--- src/rtl/mem_arb_pkg.sv ---
// Shared encodings for the RAM port arbiter and its users.
package mem_arb_pkg;

    typedef enum logic [1:0] {
        IDLE   = 2'd0,
        ACCESS = 2'd1,
        DONE   = 2'd2
    } arb_state_t;

    typedef enum logic {
        GNT_CPU  = 1'b0,
        GNT_HOST = 1'b1
    } grant_t;

    localparam logic MEM_CS_ON  = 1'b0;
    localparam logic MEM_CS_OFF = 1'b1;
    localparam logic MEM_READ   = 1'b0;
    localparam logic MEM_WRITE  = 1'b1;

endpackage

--- src/rtl/mem_port_arbiter_if.sv ---
// Bundle of CPU port, host port and RAM-side signals around the arbiter.
interface mem_port_arbiter_if #(
    parameter int DBus = 5,
    parameter int ABus = 5
);
    logic            cpu_req;
    logic            cpu_we;
    logic [ABus-1:0] cpu_addr;
    logic [DBus-1:0] cpu_wdata;
    logic [DBus-1:0] cpu_rdata;
    logic            cpu_ack;

    logic            host_req;
    logic            host_we;
    logic [ABus-1:0] host_addr;
    logic [DBus-1:0] host_wdata;
    logic [DBus-1:0] host_rdata;
    logic            host_ack;

    logic            mem_cs;
    logic            mem_rw;
    logic [ABus-1:0] mem_addr;
    logic [DBus-1:0] mem_wdata;
    logic [DBus-1:0] mem_rdata;

    logic            busy;

    // Requesters and RAM model
    modport master (
        output cpu_req, cpu_we, cpu_addr, cpu_wdata,
        input  cpu_rdata, cpu_ack,
        output host_req, host_we, host_addr, host_wdata,
        input  host_rdata, host_ack,
        input  mem_cs, mem_rw, mem_addr, mem_wdata,
        output mem_rdata,
        input  busy
    );

    // Arbiter
    modport slave (
        input  cpu_req, cpu_we, cpu_addr, cpu_wdata,
        output cpu_rdata, cpu_ack,
        input  host_req, host_we, host_addr, host_wdata,
        output host_rdata, host_ack,
        output mem_cs, mem_rw, mem_addr, mem_wdata,
        input  mem_rdata,
        output busy
    );
endinterface

--- src/rtl/mem_wait_counter.sv ---
// Down-counter timing how long chip-select stays active for one access.
module mem_wait_counter #(
    parameter int WAIT_CYCLES = 1
) (
    input  logic clock,
    input  logic reset,
    input  logic load,
    input  logic dec,
    output logic zero
);
    localparam int CW = $clog2(WAIT_CYCLES + 1);

    logic [CW-1:0] cnt;

    // Load on grant, count down while the access is in flight, saturate at zero
    always_ff @(posedge clock) begin
        if (reset) begin
            cnt <= '0;
        end else if (load) begin
            cnt <= CW'(WAIT_CYCLES - 1);
        end else if (dec && (cnt != '0)) begin
            cnt <= cnt - 1'b1;
        end
    end

    assign zero = (cnt == '0);
endmodule

--- src/rtl/mem_port_arbiter.sv ---
// Round-robin arbiter sharing one RAM between the CPU and the host loader port.
module mem_port_arbiter
    import mem_arb_pkg::*;
#(
    parameter int DBus        = 5,
    parameter int ABus        = 5,
    parameter int WAIT_CYCLES = 1
) (
    input logic                clock,
    input logic                reset,
    mem_port_arbiter_if.slave  bus
);
    arb_state_t state, state_nxt;
    grant_t     last_grant;
    grant_t     winner;
    logic       grant_any;
    logic       cnt_zero;

    // Pick a winner: single requester wins outright, a tie goes to whoever did not go last
    always_comb begin
        winner    = GNT_CPU;
        grant_any = bus.cpu_req | bus.host_req;
        if (bus.cpu_req && bus.host_req) begin
            winner = (last_grant == GNT_CPU) ? GNT_HOST : GNT_CPU;
        end else if (bus.host_req) begin
            winner = GNT_HOST;
        end
    end

    mem_wait_counter #(.WAIT_CYCLES(WAIT_CYCLES)) u_wait (
        .clock (clock),
        .reset (reset),
        .load  ((state == IDLE) && grant_any),
        .dec   (state == ACCESS),
        .zero  (cnt_zero)
    );

    // State register
    always_ff @(posedge clock) begin
        if (reset) begin
            state <= IDLE;
        end else begin
            state <= state_nxt;
        end
    end

    // Next-state logic
    always_comb begin
        state_nxt = state;
        case (state)
            IDLE:    if (grant_any) state_nxt = ACCESS;
            ACCESS:  if (cnt_zero)  state_nxt = DONE;
            DONE:    state_nxt = IDLE;
            default: state_nxt = IDLE;
        endcase
    end

    // RAM drive, read-data capture and ack pulses; last_grant doubles as the current owner
    always_ff @(posedge clock) begin
        if (reset) begin
            bus.mem_cs     <= MEM_CS_OFF;
            bus.mem_rw     <= MEM_READ;
            bus.mem_addr   <= '0;
            bus.mem_wdata  <= '0;
            bus.cpu_rdata  <= '0;
            bus.host_rdata <= '0;
            bus.cpu_ack    <= 1'b0;
            bus.host_ack   <= 1'b0;
            last_grant     <= GNT_HOST;
        end else begin
            case (state)
                IDLE: begin
                    if (grant_any) begin
                        last_grant <= winner;
                        bus.mem_cs <= MEM_CS_ON;
                        if (winner == GNT_CPU) begin
                            bus.mem_rw    <= bus.cpu_we;
                            bus.mem_addr  <= bus.cpu_addr;
                            bus.mem_wdata <= bus.cpu_wdata;
                        end else begin
                            bus.mem_rw    <= bus.host_we;
                            bus.mem_addr  <= bus.host_addr;
                            bus.mem_wdata <= bus.host_wdata;
                        end
                    end
                end
                ACCESS: begin
                    if (cnt_zero) begin
                        bus.mem_cs <= MEM_CS_OFF;
                        bus.mem_rw <= MEM_READ;
                        if (last_grant == GNT_CPU) begin
                            bus.cpu_ack <= 1'b1;
                            if (bus.mem_rw == MEM_READ) bus.cpu_rdata <= bus.mem_rdata;
                        end else begin
                            bus.host_ack <= 1'b1;
                            if (bus.mem_rw == MEM_READ) bus.host_rdata <= bus.mem_rdata;
                        end
                    end
                end
                DONE: begin
                    bus.cpu_ack  <= 1'b0;
                    bus.host_ack <= 1'b0;
                end
                default: begin
                    bus.cpu_ack  <= 1'b0;
                    bus.host_ack <= 1'b0;
                end
            endcase
        end
    end

    assign bus.busy = (state != IDLE);
endmodule
--- src/flat_wrapper.sv ---
// flat-port wrapper written by rule: the top's interface ports become plain ports
module mem_port_arbiter_flat import mem_arb_pkg::*;
#(
    parameter int DBus        = 5,
    parameter int ABus        = 5,
    parameter int WAIT_CYCLES = 1
)
  (clock, reset, bus_cpu_req, bus_cpu_we, bus_cpu_addr, bus_cpu_wdata, bus_cpu_rdata, bus_cpu_ack, bus_host_req, bus_host_we, bus_host_addr, bus_host_wdata, bus_host_rdata, bus_host_ack, bus_mem_cs, bus_mem_rw, bus_mem_addr, bus_mem_wdata, bus_mem_rdata, bus_busy);
  mem_port_arbiter_if #(.DBus(DBus), .ABus(ABus)) bus_i ();
  input logic clock;
  input logic reset;
  input wire logic [$bits(bus_i.cpu_req)-1:0] bus_cpu_req;
  input wire logic [$bits(bus_i.cpu_we)-1:0] bus_cpu_we;
  input wire logic [$bits(bus_i.cpu_addr)-1:0] bus_cpu_addr;
  input wire logic [$bits(bus_i.cpu_wdata)-1:0] bus_cpu_wdata;
  output wire logic [$bits(bus_i.cpu_rdata)-1:0] bus_cpu_rdata;
  output wire logic [$bits(bus_i.cpu_ack)-1:0] bus_cpu_ack;
  input wire logic [$bits(bus_i.host_req)-1:0] bus_host_req;
  input wire logic [$bits(bus_i.host_we)-1:0] bus_host_we;
  input wire logic [$bits(bus_i.host_addr)-1:0] bus_host_addr;
  input wire logic [$bits(bus_i.host_wdata)-1:0] bus_host_wdata;
  output wire logic [$bits(bus_i.host_rdata)-1:0] bus_host_rdata;
  output wire logic [$bits(bus_i.host_ack)-1:0] bus_host_ack;
  output wire logic [$bits(bus_i.mem_cs)-1:0] bus_mem_cs;
  output wire logic [$bits(bus_i.mem_rw)-1:0] bus_mem_rw;
  output wire logic [$bits(bus_i.mem_addr)-1:0] bus_mem_addr;
  output wire logic [$bits(bus_i.mem_wdata)-1:0] bus_mem_wdata;
  input wire logic [$bits(bus_i.mem_rdata)-1:0] bus_mem_rdata;
  output wire logic [$bits(bus_i.busy)-1:0] bus_busy;
  assign bus_i.cpu_req = bus_cpu_req;
  assign bus_i.cpu_we = bus_cpu_we;
  assign bus_i.cpu_addr = bus_cpu_addr;
  assign bus_i.cpu_wdata = bus_cpu_wdata;
  assign bus_cpu_rdata = bus_i.cpu_rdata;
  assign bus_cpu_ack = bus_i.cpu_ack;
  assign bus_i.host_req = bus_host_req;
  assign bus_i.host_we = bus_host_we;
  assign bus_i.host_addr = bus_host_addr;
  assign bus_i.host_wdata = bus_host_wdata;
  assign bus_host_rdata = bus_i.host_rdata;
  assign bus_host_ack = bus_i.host_ack;
  assign bus_mem_cs = bus_i.mem_cs;
  assign bus_mem_rw = bus_i.mem_rw;
  assign bus_mem_addr = bus_i.mem_addr;
  assign bus_mem_wdata = bus_i.mem_wdata;
  assign bus_i.mem_rdata = bus_mem_rdata;
  assign bus_busy = bus_i.busy;
  mem_port_arbiter #(.DBus(DBus), .ABus(ABus), .WAIT_CYCLES(WAIT_CYCLES)) u_core (.clock(clock), .reset(reset), .bus(bus_i));
endmodule
--- config.mk ---
export PLATFORM = sky130hd
export DESIGN_NAME = mem_port_arbiter_flat
export DESIGN_NICKNAME = d
export VERILOG_FILES = /design/src/rtl/mem_arb_pkg.sv /design/src/rtl/mem_port_arbiter_if.sv /design/src/rtl/mem_wait_counter.sv /design/src/rtl/mem_port_arbiter.sv /design/src/flat_wrapper.sv
export SDC_FILE = /design/constraint.sdc
export NUM_CORES = 1
export LEC_CHECK = 0
export ABC_AREA = 1
export CAP_MARGIN = 20
export CORE_MARGIN = 2
export CORE_UTILIZATION = 37
export DETAILED_ROUTE_END_ITERATION = 10
export GPL_TIMING_DRIVEN = 0
export PLACE_DENSITY = 0.75
export SKIP_LAST_GASP = 1
export SLEW_MARGIN = 25
export SYNTH_ARGS = -nofsm -noshare
export SYNTH_HDL_FRONTEND = slang
export SYNTH_SLANG_ARGS = --single-unit
--- constraint.sdc ---
create_clock -name clock -period 1 [get_ports clock]
set_input_delay 0.2 -clock clock [delete_from_list [all_inputs] [get_ports clock]]
set_output_delay 0.2 -clock clock [all_outputs]
set_load 0.02 [all_outputs]
==> flow_summary.yaml, run 1 <==
sta:
  setup_viol: 29
  clock.fmax_mhz: 839
  finClkSkew_ns: 0.00512
  rsz0062_at_grt: "yes"
  hold_viol_final: 0
  period_share_pct: 119
  tightest_slew_ns: 0.244
  fin_tns_setup_ns: -3.51
  relSlewSlack_pct: 83.7
  final.min_clock_period_ns: 1.19
  final.setup.worst_slack_ns: -0.192
  report.final.slew_viol_count: 0
setup_path:
  cp-end-kind: "flip-flop"
  worstPathRequired_ns: 1.23
  cp.arrival_ns: 1.42
  critical_path_peak_fanout: 6
  critPathLaunchType: "flip-flop"
  critical_path_class: "flip-flop to flip-flop"
yosys:
  synth_area_mm2: 0.00128
  synthTopCellsByCount: "nor2_1 (56), nand2_1 (53), dfxtp_1 (28)"
  synth.most_common_cell: "nor2_1"
  avgSynthCellArea_um2: 6.61
  yosys_warnings: 0
  yosys-top-cells-area: "dfxtp_1 (44%), nor2_1 (16%), nand2_1 (16%)"
  synth_compound_area_share_pct: 6.27
  synthXorXnorAreaFrac_pct: 0
  synth_mux_area_share_pct: 0
  yosys.area_share.adder_pct: 0
  syn_nets: 224
  ys_ff_latch: 28
  synth_edf_count: 0
  synth_top_area_share_pct: 43.9
  synth-simple-area-share_pct: 39.9
  syn_inst: 193
  synth_cell_types: 19
  synth_async_sr_flop_share_pct: 0
  synth_top_family_by_area: "simple AND/OR/NAND/NOR gates"
  seq_area_frac_synth_pct: 43.9
  synth_ff_type: "dfxtp_1"
  yosysTopAreaCell: "dfxtp_1"
finish:
  antennaDiodeCount: 0
  final_net_count: 295
  final_util_pct: 65.4
  design_area_mm2: 0.00218
  final_cells: 309
  area_delta_synth_final_pct: 70.9
  drive_above_1_share_pct: 40.7
floorplan:
  dieArea_mm2: 0.00394
  rows: 21
  die_h_um: 62.7
  io_pins: 56
  core_area_mm2: 0.00334
  start_util_pct: 38.2
  die_w_um: 62.7
power_and_ir_drop:
  total_power_w: 0.00286
  power_frac_seq_pct: 45.9
  ir_drop_uv: 559
  combPwrFrac_pct: 34.9
  power.density_mw_per_mm2: 1310
  power.internal_w: 0.00197
  net-switching-power_w: 0.000887
  sw_frac_of_total_pct: 31.1
  p_clk_share_pct: 19.3
  p_leak_nw: 1.02
placed_design:
  place.gp.congestion: 0.733
  dp.final_hpwl_um: 2200
  dpl-instance-area_mm2: 0.00189
  io_buffers: 55
  placedCellCount: 294
route:
  dr.pass1.iters: 6
  antenna_left: 0
  wl_um: 3110
  drt_iter0_drc: 45
  drc: 0
  wl_per_cell_um: 10.1
  vias: 1334
  viasPerCell: 4.32
grt:
  grt_pass1_vias: 1219
  grt_overflow: 0
  grt_max_degree: 16
  grt_usage_pct: 16.5
  antenna_found_initial: 0
  grt_pass1_wl_um: 5310
run_status:
  outcome: "complete, but fails checks"
  violations: "setup timing"
clock_tree:
  cts_tree: "yes"
  cts_buffer_depth: 2
  cts_sinks: 28
  cts.clk_slew.worst_paths_ns: 0.15
  h-tree-depth: 1
  clk_latency_ns: 0.32
  cts_root_buffer: "clkbuf_4"
  cts_made_buffers: 3
hold_path:
  holdCritPathClass: "flip-flop to flip-flop"
job:
  drv_cap: 0
## cell type report
| class | instances | area [µm²] |
|---|---|---|
| Fill cell | 323 | 1160 |
| Multi-Input combinational cell | 138 | 679 |
| Timing Repair Buffer | 65 | 676 |
| Sequential cell | 28 | 594 |
| Inverter | 22 | 87.6 |
| Tap cell | 46 | 57.6 |
| Buffer | 6 | 50.0 |
| Clock buffer | 4 | 36.3 |
## worst max-delay path, stage by stage, from the launching register on
cell and delay, ns:
dfxtp_2 0.37, inv_4 0.08, nand2_4 0.06, nor2_4 0.23, buf_6 0.17, nand2_1 0.06
nor2_1 0.08, nor2_1 0.05
## worst paths after layout
path                        from                endpoint  slack [ns]  depth (start not counted)
max              u_core.state[1]  u_core.bus.mem_addr[4]       -0.19                          7
min          u_core.bus.host_ack     u_core.bus.host_ack        0.47                          2
max reg2reg      u_core.state[1]  u_core.bus.mem_addr[4]       -0.19                          7
min reg2reg  u_core.bus.host_ack     u_core.bus.host_ack        0.47                          2
## cells by family (layout without fill, tap and decap cells)
family                 after synthesis  count (layout)
buffers and inverters               28              97
AO/OA/AOI/OAI                       15              15
flip-flops                          28              28
AND/OR/NAND/NOR                    122             123
## power by group through the flow
stage	sequential [W]	clock (W)	combinational, W
after global routing	0.00132	0.000626	0.00108
after CTS	0.00131	0.000567	0.000953
after detailed placement	0.00130	0	0.000836
after floorplan	0.00141	0	0.000350
final	0.00131	0.000550	0.000995
after global placement	0.00130	0	0.000833
## flip-flops by register name (all words and copies together), names as in the netlist, 2 cells and up
signal	count
u_core.bus.mem_addr	5
u_core.bus.mem_wdata	5
u_core.bus.cpu_rdata	5
u_core.bus.host_rdata	5
u_core.state	2
## stage by stage
step / hold WS (ns) / setup slack [ns]
after detailed placement: 0.442 / -0.573
after global routing: 0.487 / -0.237
after floorplan: 0.262 / -0.0622
after CTS: 0.475 / -0.166
after global placement: 0.441 / -0.555
final: 0.473 / -0.192
## layout by cell type (no fill, tap or decap)
master	count
nor2_1	50
nand2_1	38
buf_6	32
clkdlybuf4s50_1	30
dfxtp_2	27
inv_1	18
nand2_2	16
o21ai_0	9
buf_4	7
nor2_2	6
clkbuf_4	4
nand3_1	4
nor2_4	3
inv_2	2
inv_4	2
a21oi_1	2
nand2_4	1
or2_4	1
nand3_4	1
nor2_8	1
buf_2	1
o21ai_1	1
o21bai_1	1
o211ai_1	1
nand3_2	1
nor4_1	1
a21oi_2	1
clkbuf_8	1
dfxtp_1	1
## per-layer routing
layer	vias up	global-route usage [%]	part of all wire, %
li1	722	-	-
met3	2	4.68	7.0
met5	-	0	0
met4	0	3.33	0.51
met2	40	28.8	48
met1	570	20.2	44
## timing repair
item                       CTS  global route
hold buffers                 0             0
pin swaps                   17            20
setup endpoints to repair   52            53
resized for setup          194            21
gates cloned                 3             0
buffers inserted             6             2
(Power assumes the default switching activity.)
==> inputs of run 2 (changes only) <==
==> constraint.sdc (replaced) <==
create_clock -name clock -period 1 [get_ports clock]
set_input_delay 0.2 -clock clock [delete_from_list [all_inputs] [get_ports clock]]
set_output_delay 0.2 -clock clock [all_outputs]
set_load 0.005 [all_outputs]
==> run 2 against run 1 <==
Compared with the run above: the run still ends with setup timing left; global-route usage is 0.67 points higher; via count increased by 0.82%; register-to-register slack improved by 0.05 ns; fmax up 3.3%; clock skew up 0.0010 ns; setup slack improved by 0.038 ns; final cell count grew 0.32%; clock-buffer cell count fell by 1; critical endpoint is now u_core.bus.mem_wdata[3]; largest cell class is now multi-input gates; highest routed layer unchanged.
==> flow_summary.yaml, run 2 (synthesis results as in run 1) <==
grt:
  grt_usage_pct: 17.2
  grt_pass1_wl_um: 5510
  antenna_found_initial: 0
  grt_pass1_vias: 1298
  grt_overflow: 0
  grt_max_degree: 17
floorplan:
  core_area_mm2: 0.00334
  die_w_um: 62.7
  start_util_pct: 38.2
  die_h_um: 62.7
  io_pins: 56
  dieArea_mm2: 0.00394
  rows: 21
clock_tree:
  cts_buffer_depth: 2
  cts_sinks: 28
  h-tree-depth: 1
  cts_tree: "yes"
  cts_root_buffer: "clkbuf_4"
  cts.clk_slew.worst_paths_ns: 0.15
  clk_latency_ns: 0.33
  cts_made_buffers: 3
finish:
  layout_common_cells: "nor2_1 (50), nand2_1 (42), clkdlybuf4s50_1 (30), dfxtp_2 (27)"
  drive_above_1_share_pct: 40.5
  final_net_count: 296
  antennaDiodeCount: 0
  area_delta_synth_final_pct: 69.5
  final_common_cell: "nor2_1"
route:
  antenna_left: 0
  drc: 0
  viasPerCell: 4.34
  wl_um: 3280
  drt_iter0_drc: 34
  dr.pass1.iters: 4
  wl_per_cell_um: 10.6
  vias: 1345
hold_path:
  holdPathEnd: "u_core.bus.cpu_rdata[4]"
  hold_depth: 5
  holdCritPathClass: "input port to flip-flop"
  hold_start: "bus_mem_rdata[4]"
sta:
  finClkSkew_ns: 0.00612
  final.setup.worst_slack_ns: -0.154
  relSlewSlack_pct: 81.4
  hold_viol_final: 0
  report.final.slew_viol_count: 0
  whs_ns: 0.471
  rsz0062_at_grt: "yes"
  final.min_clock_period_ns: 1.15
  tightest_slew_ns: 0.278
  clock.fmax_mhz: 866
  setup_viol: 28
  period_share_pct: 115
power_and_ir_drop:
  ir_drop_uv: 956
  power.density_mw_per_mm2: 1340
  p_leak_nw: 1.03
placed_design:
  dp_slack_ns: -0.555
  place.gp.congestion: 0.722
  dp.final_hpwl_um: 2160
  io_buffers: 55
setup_path:
  rr_worst_depth: 7
  r2r-start: "u_core.last_grant"
  critical_path_class: "input port to flip-flop"
  worstPathRequired_ns: 1.24
  reg2reg_to: "u_core.bus.mem_wdata[3]"
  cp.arrival_ns: 1.39
  cp-end-kind: "flip-flop"
  critPathLaunchType: "input port"
  critical_path_peak_fanout: 6
  reg2reg_slack_ns: -0.14
run_status:
  outcome: "complete, but fails checks"
  violations: "setup timing"
job:
  drv_cap: 0
[run 2: cell count changes in the layout (fill, tap and decap cells not counted), moves of 2 or more]
cell / before / now
buf_2: 1 / 12
buf_4: 7 / 9
buf_6: 32 / 19
nand2_1: 38 / 42
nand2_2: 16 / 11
nor2_2: 6 / 4
nor2_4: 3 / 6
[run 2: through the flow]
| stage | instances | area (µm²) | setup TNS (ns) | total power, W | utilization, % |
|---|---|---|---|---|---|
| after floorplan | 193 | 1280 | -0.102 | 0.00165 | - |
| after global placement | 294 | 1890 | -12.04 | 0.00201 | 56.7 |
| after detailed placement | 294 | 1890 | -12.16 | 0.00202 | 56.7 |
| after CTS | 309 | 2040 | -2.55 | 0.00285 | 61.2 |
| after global routing | 310 | 2160 | -5.46 | 0.00308 | 64.8 |
| final | 310 | 2160 | -2.71 | 0.00290 | 64.8 |
[run 2: area by class of cell]
type | instances | area, µm²
clock inverter | 1 | 30.0
buffer | 6 | 47.5
timing repair buffer | 65 | 599
tap | 46 | 57.6
inverter | 22 | 85.1
sequential | 28 | 598
multi-input combinational | 139 | 723
clock buffer | 3 | 22.5
fill | 313 | 1170
[run 2: worst max path at each step]
stage                            from                       end  slack (ns)  depth (start not counted)
floorplan           u_core.u_wait.cnt  u_core.bus.host_rdata[1]       -0.02                          5
global route          u_core.state[1]   u_core.bus.mem_wdata[3]       -0.21                          7
CTS                   u_core.state[1]                  bus_busy       -0.14                          3
detailed placement              reset   u_core.bus.cpu_rdata[2]       -0.55                          5
global placement                reset         u_core.last_grant       -0.56                          4
finish                   bus_host_req   u_core.bus.mem_wdata[3]       -0.15                          7
[run 2: metal layers]
| metal | wire [µm] | vias up | track usage (%) |
|---|---|---|---|
| met4 | 11 | 0 | 1.94 |
| li1 | - | 726 | - |
| met5 | 0 | - | 0 |
| met3 | 173 | 2 | 6.13 |
| met1 | 1390 | 578 | 18.8 |
| met2 | 1710 | 39 | 32.4 |
[run 2: repair_timing]
action,in CTS,in global routing
resized for setup,150,28
setup buffers,8,1
hold buffers,0,0
cloned,3,0
endpoints found under the setup margin,50,53
pin swaps,18,20
[run 2: where the power goes]
part / leakage, nW / internal [W] / switching [W]
logic: 0.764 / 0.000462 / 0.000397
clock network: 0.0279 / 0.000406 / 0.000340
registers: 0.240 / 0.00124 / 0.0000639
total: 1.03 / 0.00210 / 0.000801
[run 2: worst max-delay path: stages]
cell and delay [ns]:
clkdlybuf4s50_1 0.54, nor2_2 0.08, nor2_4 0.21, buf_6 0.17, nand2_4 0.05, nor2_4 0.09
nor2_1 0.04
